==> config.mk <==
export PLATFORM = sky130hd
export DESIGN_NAME = femto_ahb_master
export DESIGN_NICKNAME = d
export VERILOG_FILES = /design/src/rtl/femto_ahb_master.sv
export SDC_FILE = /design/constraint.sdc
export NUM_CORES = 1
export LEC_CHECK = 0
export ABC_CLOCK_PERIOD_IN_PS = 1380
export BUFFER_PORTS_ARGS = -buffer_cell sky130_fd_sc_hd__buf_2
export CAP_MARGIN = 20
export CORE_MARGIN = 2
export CORE_UTILIZATION = 40
export DETAILED_ROUTE_END_ITERATION = 10
export GPL_TIMING_DRIVEN = 0
export PLACE_DENSITY = 0.76
export RECOVER_POWER = 50
export SLEW_MARGIN = 20
export SYNTH_ARGS = -nofsm -noshare
export SYNTH_HDL_FRONTEND = slang
export SYNTH_SLANG_ARGS = --single-unit
==> constraint.sdc <==
create_clock -name clk -period 1.38 [get_ports clk]
set_input_delay 0.207 -clock clk [delete_from_list [all_inputs] [get_ports clk]]
set_output_delay 0.207 -clock clk [all_outputs]
set_load 0.05 [all_outputs]
==> src/rtl/femto_ahb_master.sv <==
// femto_ahb_master: FemtoRV32 memory port to single-transfer AHB-Lite master.
// Define AHB_MASTER_TIMEOUT_EN to abort data phases stalled for TIMEOUT_CYCLES.
module femto_ahb_master #(
  parameter logic [31:0] ERR_DATA = 32'hDEAD_BEEF,
  parameter int TIMEOUT_CYCLES = 16
) (
  input  logic        clk,
  input  logic        reset,
  input  logic [31:0] mem_addr,
  input  logic [31:0] mem_wdata,
  input  logic [3:0]  mem_wmask,
  input  logic        mem_rstrb,
  output logic [31:0] mem_rdata,
  output logic        mem_rbusy,
  output logic        mem_wbusy,
  output logic [31:0] HADDR,
  output logic [1:0]  HTRANS,
  output logic        HWRITE,
  output logic [2:0]  HSIZE,
  output logic [31:0] HWDATA,
  input  logic [31:0] HRDATA,
  input  logic        HREADY,
  input  logic        HRESP,
  output logic        bus_error
);
  typedef enum logic [1:0] {IDLE, ADDR, DATA} state_t;
  state_t state;
  logic [2:0] size;
  logic [1:0] lo;
  logic req;
`ifdef AHB_MASTER_TIMEOUT_EN
  localparam int CW = $clog2(TIMEOUT_CYCLES);
  logic [CW-1:0] cnt;
`endif
  assign req = mem_rstrb || |mem_wmask;
  assign mem_rbusy = state != IDLE && !HWRITE;
  assign mem_wbusy = state != IDLE && HWRITE;
  // Reads and irregular masks fall through to a word transfer.
  always_comb begin
    size = 3'b010;
    lo = 2'b00;
    case (mem_wmask)
      4'b0011: size = 3'b001;
      4'b1100: begin size = 3'b001; lo = 2'b10; end
      4'b0001: size = 3'b000;
      4'b0010: begin size = 3'b000; lo = 2'b01; end
      4'b0100: begin size = 3'b000; lo = 2'b10; end
      4'b1000: begin size = 3'b000; lo = 2'b11; end
      default: ;
    endcase
  end
  always_ff @(posedge clk) begin
    if (reset) begin
      state <= IDLE;
      HTRANS <= 2'b00;
      HADDR <= '0;
      HWRITE <= 1'b0;
      HSIZE <= 3'b010;
      HWDATA <= '0;
      mem_rdata <= '0;
      bus_error <= 1'b0;
`ifdef AHB_MASTER_TIMEOUT_EN
      cnt <= '0;
`endif
    end else begin
      case (state)
        IDLE: if (req) begin
          state <= ADDR;
          HTRANS <= 2'b10;
          HADDR <= {mem_addr[31:2], lo};
          HSIZE <= size;
          HWRITE <= |mem_wmask;
          if (|mem_wmask) HWDATA <= mem_wdata;
        end
        ADDR: if (HREADY) begin
          state <= DATA;
          HTRANS <= 2'b00;
`ifdef AHB_MASTER_TIMEOUT_EN
          cnt <= '0;
`endif
        end
        DATA: begin
          if (HRESP) bus_error <= 1'b1;
          if (HREADY) begin
            state <= IDLE;
            if (!HWRITE) mem_rdata <= HRESP ? ERR_DATA : HRDATA;
          end
`ifdef AHB_MASTER_TIMEOUT_EN
          else if (cnt == CW'(TIMEOUT_CYCLES - 1)) begin
            state <= IDLE;
            bus_error <= 1'b1;
            if (!HWRITE) mem_rdata <= ERR_DATA;
          end else cnt <= cnt + 1'b1;
`endif
        end
        default: state <= IDLE;
      endcase
    end
  end
endmodule

==> summary.txt <==
Clock tree
  – CTS clk-pin slew, worst paths: 0.11 ns
  – Hold-fix buffers, CTS: 0
  – CTS tree: done
  – CTS buffer count: 9
  – Clock Latency Late Sink: 0.36 ns
  – H-tree Lvls: 3
  – CTS Buffer Depth: 2
  – Root Driver: clkbuf_8
  – CTS sink count: 103

Worst hold path
  – HP Class: in2reg

Global routing
  – GRT overflow: 0
  – Pin count of the biggest net entering global routing: 18
  – Initial antenna violation count: 0
  – Vias in the first global route: 3665
  – GRT Overall Usage: 0.202
  – First-pass GRT wire length: 16700 um

Finish
  – # nets final: 785
  – Post-Layout Cell Count: 796
  – Ant diodes: 0
  – Layout cells sized above 1: 0.543
  – Final core utilization: 0.670
  – Area growth syn-to-layout: 63.2%

Worst setup path
  – Worst EP arrival: 1.38 ns
  – Setup CP Type: reg2out
  – Setup crit end kind: output port
  – Delay-heaviest family, CP: simple AND/OR/NAND/NOR gates
  – Buf+Inv Stages, Crit Path: 2
  – Critical Path Fanout Max: 4
  – CP max stage delay: 0.36 ns
  – Worst-path cell chain: or2_1 -> buf_6 -> and2_4 -> buf_8
  – Worst EP required: 1.17 ns
  – Startpoint type of the worst setup path: flop
  – CP max stage cell: dfxtp_4

Power
  – Combinational power share: 0.294
  – Internal: 4.60 mW
  – VDD IR max: 0.000822 V
  – Reg power frac: 0.461
  – Clk pwr share: 0.245
  – P_leak: 2.95 nW
  – Psw: 2.50 mW
  – Cell Pwr Density: 1150 nW/um^2
  – Net switching fraction of the power: 0.352

Logic synthesis
  – Ys Warns: 0
  – Synth Area in XOR/XNOR: 0.00464
  – Synth Instances: 433
  – Largest family of logic cells by synthesized area: simple AND/OR/NAND/NOR gates
  – Post-Syn Area per Cell: 8.72 um^2
  – Simple-gate share of the synthesized area: 0.241
  – Post-synthesis compound-gate area fraction: 0.0812
  – Area leader, netlist: dfxtp_1
  – Top cells by count, synth: 103 x dfxtp_1, 75 x nand2_1, 67 x nor2_1
  – Post-Syn Area: 3770 um^2
  – Post-synthesis sequential area ratio: 0.546
  – Synth Register Bits: 103
  – Post-synth EDFFs: 0
  – Post-synthesis mux area share: 0.0822
  – Top-count cell post-synth: dfxtp_1
  – Post-synth top area share: 0.546
  – Async S/R FF share, synth: 0
  – Ys flop type: dfxtp_1
  – Adder-cell share of the synthesized area: 0
  – Top cells by area, synth: dfxtp_1 55%, mux2i_1 8.2%, nand2_1 7.5%
  – Synth cell types: 31

Place
  – Post-DP HPWL: 7860 um
  – Routability cong.: 0.802
  – PortBufs: 204
  – DP Worst Slack: -0.330 ns
  – Cells after DPL: 749

Drt
  – Routed vias/inst: 5.05
  – # DRC: 0
  – Pre-antenna DRT Iters: 5
  – Total Wirelength: 12000 um
  – Via count: 4023
  – DRT iter0 DRCs: 47
  – Antenna Nets Post-Route: 0
  – Wirelength per Cell: 15.1 um

STA
  – Worst Tran Pin Value: 0.803 ns
  – Max-slew headroom: 0.465
  – Final hold vios: 0
  – Fin crit share: 1.15
  – TNS Setup: -9.81 ns
  – RSZ-0062 raised after global routing: yes
  – Fin. max-slew vios: 0
  – Fin crit period: 1.59 ns
  – Clock Skew: 0.0155 ns
  – Number of setup violations in the final report: 99
  – Worst setup margin: -0.207 ns
  – Max Freq: 0.630 GHz

Floorplan
  – # IOs: 210
  – Die Area: 10200 um^2
  – Core area: 9200 um^2
  – Row Count: 35
  – Die width: 101 um
  – Die height: 101 um
  – Initial Util: 0.410

Status
  – Failing checks: negative setup slack
  – Run status: finished, violations left

Job
  – Max capacitance violation total: 0
logic make-up (layout without fill, tap and decap cells):
group	Yosys count	after routing
other	1	2
multiplexers	31	31
flip-flops	103	103
buffers and inverters	33	284
XOR/XNOR	2	2
AO/OA/AOI/OAI	54	54
AND/OR/NAND/NOR	209	209
state kept, by name (all words and copies together) (netlist names):
| signal | flops |
|---|---|
| bus_error | 1 |
| state | 2 |
| HADDR | 32 |
| HTRANS | 1 |
| HWRITE | 1 |
| HSIZE | 2 |
| mem_rdata | 32 |
| HWDATA | 32 |
what timing repair did:
item,CTS,global route
resized for setup,37,157
setup buffers,14,5
gates cloned,3,10
pin swaps,5,60
setup endpoints to repair,98,96
worst paths after layout:
kind | start | endpoint | slack, ns | cells past startpoint
worst max-delay path | state[1] | mem_wbusy | -0.21 | 4
worst min-delay path | mem_wdata[17] | HWDATA[17] | 0.07 | 3
worst max register to register | state[1] | HADDR[5] | -0.18 | 7
worst min register to register | mem_rdata[8] | mem_rdata[8] | 0.46 | 2
final cells by class:
cell class,count,area [um^2]
clock inverter,5,40.0
tap,111,139
fill,765,3040
buffer,32,293
multi-input combinational,298,2030
sequential,103,2070
timing repair buffer,236,1460
clock buffer,11,131
metrics by stage:
step                      area, um^2  total power, mW  hold WS, ns
after floorplan                 3790             4.49        0.316
after global placement          4950             4.92        0.436
after detailed placement        4950             4.95        0.443
after CTS                       5390             6.81       0.0625
after global routing            6160             7.39       0.0742
final                           6160             7.10       0.0747
placed cells by master, fill, tap and decap left out, types with 12 or more instances in the layout:
cell	instances
nor2_2	12
a21oi_2	20
clkbuf_1	16
mux2i_1	28
buf_6	22
buf_2	153
dfxtp_1	100
clkbuf_2	49
nor3_2	28
a21oi_1	24
nand2_1	56
nor3_1	18
nor2_1	49
layer usage:
metal	GRT usage	wire length, um	vias to the layer above
li1	-	-	1940
met1	0.242	4790	1893
met2	0.347	6090	170
met3	0.0607	914	20
met4	0.0644	248	0
met5	0	0	-
tightest hold or removal path, stage by stage:
cell     delay [ns]
buf_2          0.09
nand2_1        0.04
a21oi_1        0.05
power groups by stage:
stage               clock (mW)  combinational, mW  sequential [mW]
finish                    1.74               2.09             3.27
floorplan                    0              0.534             3.96
global route              1.89               2.21             3.29
global placement             0               1.60             3.32
CTS                       1.78               1.77             3.25
detailed placement           0               1.63             3.32
(Power assumes the default switching activity.)
